$ cat src/rtl/cpu_pkg.sv
// Shared types and constants for the tiny CPU datapath (register file, ALU, control FSM).
// Status flags are packed {C,S,V,Z} with fixed bit positions.
package cpu_pkg;

   localparam int ST_C = 3;
   localparam int ST_S = 2;
   localparam int ST_V = 1;
   localparam int ST_Z = 0;

   localparam int NUM_REGS_DEFAULT = 8;
   localparam int DATA_W_DEFAULT   = 8;
   localparam int STATUS_W         = 4;

   typedef logic [7:0] data_t;
   typedef logic [3:0] status_t;

   // Load has the lowest priority, then set, then clear.
   function automatic status_t status_next(
      input status_t cur,
      input logic    load,
      input status_t load_val,
      input status_t set_mask,
      input status_t clr_mask
   );
      status_t base;
      if (load) begin
         base = load_val;
      end else begin
         base = cur;
      end
      return (base | set_mask) & ~clr_mask;
   endfunction

endpackage

$ cat src/rtl/cpu_status_reg.sv
// 4-bit flag register with load/set/clear; kept standalone so it can be reused
// as an interrupt shadow copy.
module cpu_status_reg
   import cpu_pkg::*;
(
   input  logic       clk,
   input  logic       rst_n,
   input  logic       st_we,
   input  logic [3:0] st_in,
   input  logic [3:0] flag_set,
   input  logic [3:0] flag_clr,
   output logic [3:0] st_out
);

   status_t st_d;
   status_t st_q;

   // Next-state flags from load, set and clear masks.
   always_comb begin
      st_d = status_next(st_q, st_we, st_in, flag_set, flag_clr);
   end

   // Flag register with synchronous active-low reset.
   always_ff @(posedge clk) begin
      if (!rst_n) begin
         st_q <= 4'h0;
      end else begin
         st_q <= st_d;
      end
   end

   assign st_out = st_q;

endmodule

$ cat src/rtl/cpu_regfile.sv
// General-purpose register file with registered, write-first read ports and the
// status register feeding the ALU.
module cpu_regfile
   import cpu_pkg::*;
#(
   parameter int NUM_REGS = NUM_REGS_DEFAULT,
   parameter int DATA_W   = DATA_W_DEFAULT,
   parameter int SEL_W    = $clog2(NUM_REGS)
) (
   input  logic              clk,
   input  logic              rst_n,
   input  logic              rd_en,
   input  logic [SEL_W-1:0]  rd_a_sel,
   input  logic [SEL_W-1:0]  rd_b_sel,
   output logic [DATA_W-1:0] rd_a_data,
   output logic [DATA_W-1:0] rd_b_data,
   input  logic              wr_en,
   input  logic [SEL_W-1:0]  wr_sel,
   input  logic [DATA_W-1:0] wr_data,
   input  logic              st_we,
   input  logic [3:0]        st_in,
   input  logic [3:0]        flag_set,
   input  logic [3:0]        flag_clr,
   output logic [3:0]        st_out
);

   logic [DATA_W-1:0] regs_d [NUM_REGS];
   logic [DATA_W-1:0] regs_q [NUM_REGS];
   logic [DATA_W-1:0] rd_a_d;
   logic [DATA_W-1:0] rd_a_q;
   logic [DATA_W-1:0] rd_b_d;
   logic [DATA_W-1:0] rd_b_q;

   // Array next state: exactly one register changes on a write.
   always_comb begin
      regs_d = regs_q;
      if (wr_en) begin
         regs_d[wr_sel] = wr_data;
      end else begin
         regs_d = regs_q;
      end
   end

   // Operand capture; a same-edge write to the selected register wins over the array.
   always_comb begin
      rd_a_d = rd_a_q;
      rd_b_d = rd_b_q;
      if (rd_en) begin
         if (wr_en && (wr_sel == rd_a_sel)) begin
            rd_a_d = wr_data;
         end else begin
            rd_a_d = regs_q[rd_a_sel];
         end
         if (wr_en && (wr_sel == rd_b_sel)) begin
            rd_b_d = wr_data;
         end else begin
            rd_b_d = regs_q[rd_b_sel];
         end
      end else begin
         rd_a_d = rd_a_q;
         rd_b_d = rd_b_q;
      end
   end

   // Register array and operand flops; reset discards any write in the same cycle.
   always_ff @(posedge clk) begin
      if (!rst_n) begin
         for (int i = 0; i < NUM_REGS; i++) begin
            regs_q[i] <= '0;
         end
         rd_a_q <= '0;
         rd_b_q <= '0;
      end else begin
         regs_q <= regs_d;
         rd_a_q <= rd_a_d;
         rd_b_q <= rd_b_d;
      end
   end

   assign rd_a_data = rd_a_q;
   assign rd_b_data = rd_b_q;

   cpu_status_reg u_status (
      .clk      (clk),
      .rst_n    (rst_n),
      .st_we    (st_we),
      .st_in    (st_in),
      .flag_set (flag_set),
      .flag_clr (flag_clr),
      .st_out   (st_out)
   );

endmodule

$ cat config.mk
export PLATFORM = sky130hd
export DESIGN_NAME = cpu_regfile
export DESIGN_NICKNAME = d
export VERILOG_FILES = /design/src/rtl/cpu_pkg.sv /design/src/rtl/cpu_status_reg.sv /design/src/rtl/cpu_regfile.sv
export SDC_FILE = /design/constraint.sdc
export NUM_CORES = 1
export LEC_CHECK = 0
export CORE_MARGIN = 5
export CORE_UTILIZATION = 55
export CTS_BUF_LIST = sky130_fd_sc_hd__clkbuf_8
export CTS_CLUSTER_DIAMETER = 120
export CTS_CLUSTER_SIZE = 25
export DETAILED_ROUTE_END_ITERATION = 10
export GPL_TIMING_DRIVEN = 0
export PLACE_DENSITY = 0.85
export SETUP_SLACK_MARGIN = 0.2
export SLEW_MARGIN = 30
export SYNTH_ARGS = -nofsm -noshare
export SYNTH_HDL_FRONTEND = slang
export SYNTH_HIERARCHICAL = 1
export SYNTH_SLANG_ARGS = --single-unit
$ cat constraint.sdc
create_clock -name clk -period 2.5 [get_ports clk]
set_input_delay 0.25 -clock clk [delete_from_list [all_inputs] [get_ports clk]]
set_output_delay 0.25 -clock clk [all_outputs]
set_load 0.02 [all_outputs]
==> summary.md, run 1 <==
| Metric | Value |
|---|---|
| Worst hold stages | 3 |
| Avg WL per Cell | 20.0 um |
| Largest family of logic cells by synthesized area | multiplexers |
| Xor and xnor area share after synthesis | ~1.2% |
| First-pass DRT Iterations | 6 |
| Fin crit share | 75.6% |
| Switching Fraction | roughly 29% |
| Final global-route overflow total | 0 |
| Minimum clock period | 1.89 ns |
| Compound-Gate Fraction of Synth Area | 13.7% |
| Die height | 99.7 um |
| Clock sink count | 84 |
| DRC | 0 |
| Synth Area in Simple Gates | 18.5% |
| Site Rows | 32 |
| Total Routing Usage GR | between 20% and 30% |
| Clock Tree Root | clkbuf_8 |
| Gpl congestion | between 0.8 and 0.9 |
| Number of routed nets with antenna violations | 0 |
| H-tree Lvls | 3 |
| Fin. Hold Viols | 0 |
| Sequential share of the synthesized area | a little under two fifths |
| FFs w/ async S/R, synth | 0% |
| CTS buffer count | 9 |
| Cell taking the most area after synthesis | dfxtp_1 |
| First-pass GRT wire length | between 15000 and 20000 um |
| Clock power share | 35.2% |
| Placed Instance Area | about 5000 um^2 |
| CP Buf/Inv Count | 4 |
| IO Pins | 54 |
| Psw | 782 uW |
| Design area | about 5100 um^2 |
| RSZ-0062 raised after global routing | no |
| Mapped Area | 4430 um^2 |
| WHS | between 0.2 and 0.25 ns |
| Ys Warns | 6 |
| Worst r2r src | regs_q[18]$_SDFFE_PN0P_ |
| Skew final | roughly 0.015 ns |
| # hold bufs at CTS | 0 |
| Ys flop type | dfxtp_1 |
| Total power | 2.69 mW |
| Die Area | 9940 um^2 |
| Post-DP HPWL | 9070 um |
| Share of cells above drive strength 1 | 10.8% |
| Crit-path max cell delay | between 0.5 and 0.6 ns |
| Post-synthesis adder-cell area fraction | 0% |
| Sum Neg Setup Slack | 0 ns |
| Maximum VDD drop | around 0.00029 V |
| Reg-to-Reg End | rd_a_data[2]$_SDFFE_PN0P_ |
| Leakage power | 1.80 nW |
| Final setup viols | 0 |
| Top delay family on crit path | buffers and inverters |
| Gate power share | 13.0% |
| Filler instances | just over 600 |
| ANT cells | 0 |
| Drt total wl | 12100 um |
| Gates resized, CTS repair | 0 |
| Post-synth EDFFs | 0 |
| FF-to-FF setup slack | 0.98 ns |
| Post-synth net total | ~480 |
| Synth top area share | 38.0% |
| Mux cell area share after synthesis | 23.8% |
| Startpoint Class | input port |
| Worst hold path type | in -> reg |
| Worst Max-Slew Pin Slew | between 0.9 and 1 ns |
| Internal power | 1.91 mW |
| Number of I/O port buffers | 37 |
| Slew Limit Fails | 0 |
| Final net count | 529 |
| Syn Area/Cell | approximately 10 um^2 |
| Later-pin clock latency in the skew report | 0.38 ns |
| Worst-path maximum fanout | 10 |
| Critical setup path kind | in -> reg |
| Vias | about 3800 |
| Die Wd | 99.7 um |
| Power share of the sequential group | about half |
| Clock slew at reported path FFs | 0.09 ns |
| Top post-synthesis cells by area | dfxtp_1 (38%), nand2_1 (9.9%), a21boi_0 (9.5%) |
| Seq cells post-synth | 84 |
| Critical path endpoint category | register |
| Max Freq | between 500 and 600 MHz |
| Maxcap violations | 0 |
| Worst Path Required | 2.79 ns |
| Antenna violations before repair | 0 |
| Hold Crit Start | st_we |
| Total core area | between 7000 and 8000 um^2 |
| Pin count of the biggest net entering global routing | 17 |
| Crit path DAT | ~2.2 ns |
| Outcome | complete, no violations |
| Clk buf depth | 2 |
| Vias in the first global route | around 3800 |
| Cells after synthesis | 447 |
| Cell Chain, Critical Path | clkdlybuf4s50_1 > buf_2 > clkbuf_1 > clkbuf_1 > nand3b_1 > o221ai_1 |
| Effective utilization at floorplan | 57.0% |
| Synth-to-layout area growth | 15.4% |
| Worst Hold End | u_status/st_out[0]$_SDFF_PN0_ |
| Relative slew slack | 33.8% |
| Post-CTS setup buffers | 0 |
| Crit-path most repeated cell | clkbuf_1 |
| Vias per cell | 6.28 |
| R2R cell count | 4 |
| CP startpoint | rst_n |
| Distinct cells, synth | 36 |
| Drt initial violations | 435 |
| CTS tree | yes |
| Cell Pwr Density | 526 nW/um^2 |
| Slowest CP cell | clkdlybuf4s50_1 |
==> logic make-up (layout without fill, tap and decap cells) <==
family | count (synthesis) | count (layout)
compound gates | 80 | 80
xor+xnor | 6 | 6
buf+inv | 41 | 94
flops | 84 | 84
mux | 60 | 60
simple gates | 176 | 176
==> power groups by stage <==
| stage | Sequential, mW | Combinational [mW] | Clock (mW) |
|---|---|---|---|
| floorplan | 1.43 | 0.221 | 0 |
| global route | 1.40 | 0.373 | 0.997 |
| finish | 1.39 | 0.350 | 0.945 |
| detailed placement | 1.42 | 0.344 | 0 |
| CTS | 1.39 | 0.346 | 0.933 |
| global placement | 1.42 | 0.332 | 0 |
==> cells in the mapped netlist (4+ instances only) <==
cell type	instances
a21boi_0	56
a21oi_1	4
a221o_1	5
buf_2	9
clkbuf_1	19
dfxtp_1	84
inv_1	4
mux2i_1	28
mux4_1	14
mux4_2	18
nand2_1	117
nand3_1	12
nand3b_1	8
nor2_1	7
nor2b_1	15
o221ai_1	8
or2b_1	4
==> worst max-delay path by stage <==
stage / end / depth (start not counted)
6_report: rd_b_data[0]$_SDFFE_PN0P_ / 6
5_1_grt: regs_q[38]$_SDFFE_PN0P_ / 5
4_1_cts: rd_b_data[0]$_SDFFE_PN0P_ / 6
3_5_place_dp: regs_q[37]$_SDFFE_PN0P_ / 5
3_3_place_gp: rd_a_data[5]$_SDFFE_PN0P_ / 6
2_1_floorplan: rd_a_data[7]$_SDFFE_PN0P_ / 5
==> worst reg2reg max path, stage by stage (launching register included) <==
cell	delay (ns)
dfxtp_1	0.35
mux4_1	0.52
mux2i_1	0.22
nor2b_1	0.07
a221o_1	0.26
==> per-stage QoR <==
step / utilization, % / worst slack [ns] / instances
after floorplan: - / 0.938 / 447
after global placement: 63.4 / 0.307 / 586
after detailed placement: 63.4 / 0.295 / 586
after CTS: 65.8 / 0.668 / 602
after global routing: 65.8 / 0.518 / 602
final: 65.8 / 0.611 / 602
==> cell type report <==
cell class                      count  area, um^2  area share, %
Inverter                            4        15.0          0.294
Clock inverter                      7        58.8           1.15
Sequential cell                    84        1680           32.9
Buffer                             37         200           3.92
Clock buffer                        9         124           2.43
Timing Repair Buffer               37         370           7.25
Tap cell                          102         128           2.50
Multi-Input combinational cell    322        2530           49.5
==> placed cells by master, fill, tap and decap left out, types with 5 or more instances in the layout <==
cell type and count:
a21boi_0 56, a221o_1 5, buf_2 9, clkbuf_1 19, clkbuf_8 9, clkdlybuf4s50_1 37, dfxtp_1 84, mux2i_1 28
mux4_1 14, mux4_2 18, nand2_1 117, nand3_1 12, nand3b_1 8, nor2_1 7, nor2b_1 15, o221ai_1 8
==> layer usage <==
metal  track usage (%)  vias to the layer above  part of all wire [%]
li1                  -                     1698                     -
met1              31.4                     1809                    40
met2              41.5                      238                    48
met3              6.80                       35                    10
met4              9.35                        0                   2.2
met5                 0                        -                     0
==> registers in the layout, indices dropped and copies added (netlist names) <==
register,flops
rd_b_data,8
u_status/st_out,4
regs_q,64
rd_a_data,8
(Power assumes the default switching activity.)
==> run 2, diff against run 1 <==
clock period = 1.97 ns   (was 2.5 ns; I/O delays follow)
==> summary.md, run 2 (same netlist as run 1, synthesis figures left out) <==
| Metric | Value |
|---|---|
| Final worst slack | 0.268 ns (-0.343 ns) |
| Fin. Hold Viols | 0 (unchanged) |
| Number of routed nets with antenna violations | 0 (unchanged) |
| CTS buffer count | 9 (unchanged) |
| Vias in the first global route | 3799 (-0.86%) |
| Most frequent cells in the layout | nand2_1 (117), dfxtp_1 (84), a21boi_0 (56), clkdlybuf4s50_1 (37), mux2i_1 (28) |
| Minimum clock period | around 1.7 ns |
| Maximum VDD drop | 0.000366 V (+28%) |
| Number of I/O port buffers | 37 (unchanged) |
| Crit-path most repeated cell | nand2_1 |
| Gates resized, CTS repair | 1 (+1) |
| Worst-path maximum fanout | 10 (unchanged) |
| Total Routing Usage GR | 25.1% (-0.059 points) |
| Design area | 5130 um^2 (+0.39%) |
| Clock sink count | 84 (unchanged) |
| Max Freq | between 500 and 600 MHz |
| Power share of the sequential group | 51.9% (about the same) |
| Post-CTS setup buffers | 0 (unchanged) |
| Worst hold stages | 3 (unchanged) |
| Switching Fraction | 29.0% (-0.10 points) |
| Later-pin clock latency in the skew report | 0.38 ns (about the same) |
| Placement Setup Slack | -0.182 ns (-0.477 ns) |
| Worst Path Required | 2.26 ns (-0.53 ns) |
| Crit path DAT | 1.99 ns (-0.18 ns) |
| Clock Tree Root | clkbuf_8 |
| Gpl congestion | 0.894 (unchanged) |
| Synth-to-layout area growth | 15.8% |
| # hold bufs at CTS | 0 (unchanged) |
| Critical setup path kind | in -> reg |
| Startpoint Class | input port |
| First-pass GRT wire length | 19500 um (-0.22%) |
| Outcome | complete, no violations |
| Die Area | 9940 um^2 (unchanged) |
| Share of cells above drive strength 1 | 12.0% (+1.2 points) |
| Antenna violations before repair | 0 (unchanged) |
| Worst Max-Slew Pin Slew | 0.664 ns (-0.322 ns) |
| Worst hold path type | in -> reg |
| Slowest CP cell | clkdlybuf4s50_1 |
| Gate power share | 13.1% (about the same) |
| Vias | 3818 (+1.0%) |
| Leakage power | 1.81 nW (+0.64%) |
| Slew Limit Fails | 0 (unchanged) |
| DRC | 0 (unchanged) |
| Post-DP HPWL | 9070 um (unchanged) |
| Relative slew slack | 55.6% (+22 points) |
| Final net count | 529 (unchanged) |
| Clock slew at reported path FFs | 0.10 ns (about the same) |
| H-tree Lvls | 3 (unchanged) |
| Total core area | 7770 um^2 (unchanged) |
| Clk buf depth | 2 (unchanged) |
| Final global-route overflow total | 0 (unchanged) |
| Cell Chain, Critical Path | clkdlybuf4s50_1 > buf_2 > nand2_1 > nor2_1 > nand2_1 > a21boi_0 |
| Avg WL per Cell | 20.1 um (+0.17%) |
| Largest register FFs | 64 (unchanged) |
| RSZ-0062 raised after global routing | no |
| Largest register by flop count | regs_q |
| Crit-path max cell delay | 0.52 ns (-0.03 ns) |
| Die Wd | 99.7 um (unchanged) |
| Critical path endpoint category | register |
| ANT cells | 0 (unchanged) |
| Effective utilization at floorplan | 57.0% (unchanged) |
| Cell Pwr Density | 664 nW/um^2 (+26%) |
| Fin crit share | about 86% |
| Commonest non-fill, non-tap cell in the layout | nand2_1 |
| IO Pins | 54 (unchanged) |
| Maxcap violations | 0 (unchanged) |
| R2R cell count | 4 (unchanged) |
| Internal power | 2.42 mW (+27%) |
| Filler instances | 603 (-0.50%) |
| Die height | 99.7 um (unchanged) |
| Pin count of the biggest net entering global routing | 17 (unchanged) |
| Vias per cell | 6.34 (+1.0%) |
| Placed Instance Area | 4920 um^2 (unchanged) |
| Psw | 988 uW (+26%) |
| Site Rows | 32 (unchanged) |
| CTS tree | yes |
| First-pass DRT Iterations | 5 (-1) |
| Drt initial violations | 410 (-5.7%) |
| Drt total wl | 12100 um (+0.17%) |
| Skew final | 0.0100 ns (-0.00471 ns) |
| Final setup viols | 0 (unchanged) |
| Clock power share | 35.0% (-0.2 points) |
[run 2: cell types whose count changed in the layout (fill, tap and decap cells not counted), sizes merged]
cell / previous run / this run
clkbuf: 28 / 29
buf: 18 / 17
[run 2: power groups by stage]
stage	clock network [mW]	logic [mW]	registers (mW)
after global routing	1.26	0.476	1.77
after detailed placement	0	0.437	1.81
after global placement	0	0.422	1.80
after floorplan	0	0.280	1.81
after CTS	1.18	0.439	1.77
final	1.19	0.447	1.77
[run 2: final cells by class]
class | instances | area, um^2 | share of cell area [%]
sequential | 84 | 1680 | 32.8
tap | 102 | 128 | 2.49
timing repair buffer | 37 | 370 | 7.22
multi-input combinational | 322 | 2550 | 49.7
buffer | 37 | 204 | 3.98
clock inverter | 7 | 58.8 | 1.15
clock buffer | 9 | 124 | 2.42
inverter | 4 | 15.0 | 0.293
[run 2: metal layers]
| metal | vias to the layer above | global-route usage, % | part of all wire, % |
|---|---|---|---|
| li1 | 1705 | - | - |
| met3 | 21 | 5.54 | 9.5 |
| met2 | 232 | 41.7 | 48 |
| met1 | 1860 | 31.6 | 40 |
| met5 | - | 0 | 0 |
| met4 | 0 | 10.1 | 2.0 |
[run 2: worst max-delay path, delay by kind of cell]
kind | cells | cell delay (ns)
compound gates | 1 | 0.25
buf+inv | 2 | 0.78
simple gates | 3 | 0.75
[run 2: final timing paths]
kind / slack [ns] / to / from
max reg2reg: 0.43 / rd_a_data[2]$_SDFFE_PN0P_ / regs_q[18]$_SDFFE_PN0P_
min reg2reg: 0.49 / regs_q[48]$_SDFFE_PN0P_ / regs_q[48]$_SDFFE_PN0P_
max: 0.27 / regs_q[10]$_SDFFE_PN0P_ / wr_sel[2]
min: 0.15 / u_status/st_out[0]$_SDFF_PN0_ / st_we
[run 2: per-stage QoR]
step           TNS (ns)  util [%]  power, mW  cells  hold WS, ns
4_1_cts               0      65.8       3.39    602        0.154
5_1_grt               0      66.0       3.51    602        0.183
3_5_place_dp      -2.41      63.4       2.24    586        0.473
6_report              0      66.0       3.41    602        0.147
2_1_floorplan         0         -       2.09    447        0.322
3_3_place_gp      -1.75      63.4       2.22    586        0.458
==> run 3, diff against run 2 <==
clock period = 2 ns   (was 1.97 ns; I/O delays follow)
==> summary.md, run 3 (same netlist as run 1, synthesis figures left out) <==
| Metric | Value |
|---|---|
| Reg-to-Reg End | rd_a_data[2]$_SDFFE_PN0P_ |
| Top delay family on crit path | buffers and inverters |
| Fin crit share | 86.1% |
| Total Routing Usage GR | 25.1% (+0.059 points) |
| Drt initial violations | 430 (+4.9%) |
| Post-CTS setup buffers | 0 (unchanged) |
| IO Pins | 54 (unchanged) |
| Pin count of the biggest net entering global routing | 17 (unchanged) |
| Number of I/O port buffers | 37 (unchanged) |
| CP Depth | 5 (-1) |
| WHS | 0.150 ns (+0.00345 ns) |
| First-pass DRT Iterations | 8 (+3) |
| Most frequent cells in the layout | nand2_1 (117), dfxtp_1 (84), a21boi_0 (56), clkdlybuf4s50_1 (37), mux2i_1 (28) |
| Total power | 3.36 mW (-1.3%) |
| DRC | 0 (unchanged) |
| Leakage power | 1.80 nW (-0.39%) |
| Crit-path max cell delay | 0.57 ns (+0.05 ns) |
| Drt total wl | 12100 um (+0.29%) |
| # hold bufs at CTS | 0 (unchanged) |
| Antenna violations before repair | 0 (unchanged) |
| H-tree Lvls | 3 (unchanged) |
| Largest register by flop count | regs_q |
| Relative slew slack | 42.1% (-14 points) |
| Clock slew at reported path FFs | 0.10 ns (about the same) |
| Clock sink count | 84 (unchanged) |
| Startpoint Class | input port |
| Crit path DAT | 1.99 ns (about the same) |
| Worst-path maximum fanout | 10 (unchanged) |
| RSZ-0062 raised after global routing | no |
| Worst hold path type | in -> reg |
| Worst Path Required | 2.27 ns (about the same) |
| R2R cell count | 4 (unchanged) |
| Maximum VDD drop | 0.000359 V (-2.0%) |
| Final net count | 529 (unchanged) |
| Critical path endpoint category | register |
| Post-DP HPWL | 9070 um (unchanged) |
| Vias in the first global route | 3832 (+0.87%) |
| Worst r2r src | regs_q[18]$_SDFFE_PN0P_ |
| Vias per cell | 6.30 (-0.63%) |
| FF-to-FF setup slack | 0.48 ns (+0.05 ns) |
| Share of cells above drive strength 1 | 11.4% (-0.60 points) |
| Fin. Hold Viols | 0 (unchanged) |
| Clk buf depth | 2 (unchanged) |
| Total core area | 7770 um^2 (unchanged) |
| Slowest CP cell | buf_1 |
| Critical setup path kind | in -> reg |
| Avg WL per Cell | 20.1 um (+0.29%) |
| Later-pin clock latency in the skew report | 0.37 ns (about the same) |
| CTS buffer count | 9 (unchanged) |
| Slew Limit Fails | 0 (unchanged) |
| CP Buf/Inv Count | 2 (unchanged) |
| Skew final | 0.0122 ns (+0.00217 ns) |
| Minimum clock period | 1.72 ns |
| Max Freq | approximately 580 MHz |
| Die height | 99.7 um (unchanged) |
| Effective utilization at floorplan | 57.0% (unchanged) |
| CP startpoint | rd_b_sel[1] |
| Final global-route overflow total | 0 (unchanged) |
| Maxcap violations | 0 (unchanged) |
| First-pass GRT wire length | 19500 um (+0.22%) |
| Outcome | complete, no violations |
| ANT cells | 0 (unchanged) |
| Cell Chain, Critical Path | clkdlybuf4s50_1 > buf_1 > mux4_2 > mux2i_1 > o21ai_1 |
| Gpl congestion | 0.894 (unchanged) |
| Site Rows | 32 (unchanged) |
| Largest register FFs | 64 (unchanged) |
| Die Area | 9940 um^2 (unchanged) |
| Number of routed nets with antenna violations | 0 (unchanged) |
| Vias | 3794 (-0.63%) |
| Cell Pwr Density | 657 nW/um^2 (-1.2%) |
| CTS tree | yes |
| Setup crit end | rd_b_data[3]$_SDFFE_PN0P_ |
| Worst Max-Slew Pin Slew | 0.862 ns (+0.199 ns) |
| Die Wd | 99.7 um (unchanged) |
| Commonest non-fill, non-tap cell in the layout | nand2_1 |
| Clock Tree Root | clkbuf_8 |
| Synth-to-layout area growth | 15.7% |
| Final setup viols | 0 (unchanged) |
run 3: worst min path at each step:
stage                               endpoint                    start  depth (start not counted)
2_1_floorplan  u_status/st_out[0]$_SDFF_PN0_              flag_set[0]                          2
3_3_place_gp          regs_q[5]$_SDFFE_PN0P_   regs_q[5]$_SDFFE_PN0P_                          2
3_5_place_dp         regs_q[11]$_SDFFE_PN0P_  regs_q[11]$_SDFFE_PN0P_                          2
4_1_cts        u_status/st_out[0]$_SDFF_PN0_                    st_we                          3
5_1_grt        u_status/st_out[2]$_SDFF_PN0_                    st_we                          3
6_report       u_status/st_out[0]$_SDFF_PN0_                    st_we                          3
run 3: stage by stage:
stage	setup slack [ns]	setup TNS, ns	utilization, %	std cells	cell area [um^2]
floorplan	0.488	0	-	447	4430
global placement	-0.143	-1.40	63.4	586	4920
detailed placement	-0.155	-1.81	63.4	586	4920
CTS	0.218	0	65.8	602	5110
global route	0.201	0	65.9	602	5120
finish	0.278	0	65.9	602	5120
run 3: tightest hold or removal path, stage by stage:
cell,delay (ns)
buf_6,0.09
mux2i_1,0.07
a21oi_1,0.13
run 3: what timing repair did:
action,4_1_cts,5_1_grt
resized for setup,0,4
setup endpoints to repair,0,12
hold endpoints to repair,0,0
run 3: routing by layer:
metal / vias to the layer above / part of all wire, % / global-route usage, % / routed length (um)
li1: 1696 / - / - / -
met1: 1828 / 40 / 31.4 / 4910
met2: 236 / 48 / 41.5 / 5770
met3: 34 / 9.6 / 6.80 / 1170
met4: 0 / 2.3 / 9.35 / 282
met5: - / 0 / 0 / 0
run 3: final cells by class:
cell class              count  area (um^2)
multi-input cells         322         2540
inverters                   4         15.0
well taps                 102          128
plain buffers              37          201
repair buffers             37          370
flip-flops and latches     84         1680
fillers                   606         2650
clock inverters             7         58.8
clock buffers               9          124
run 3: power breakdown:
part,internal (mW),switching (mW),leakage (nW)
clock network,0.473,0.707,0.0925
logic,0.199,0.242,1.03
registers,1.71,0.0305,0.680
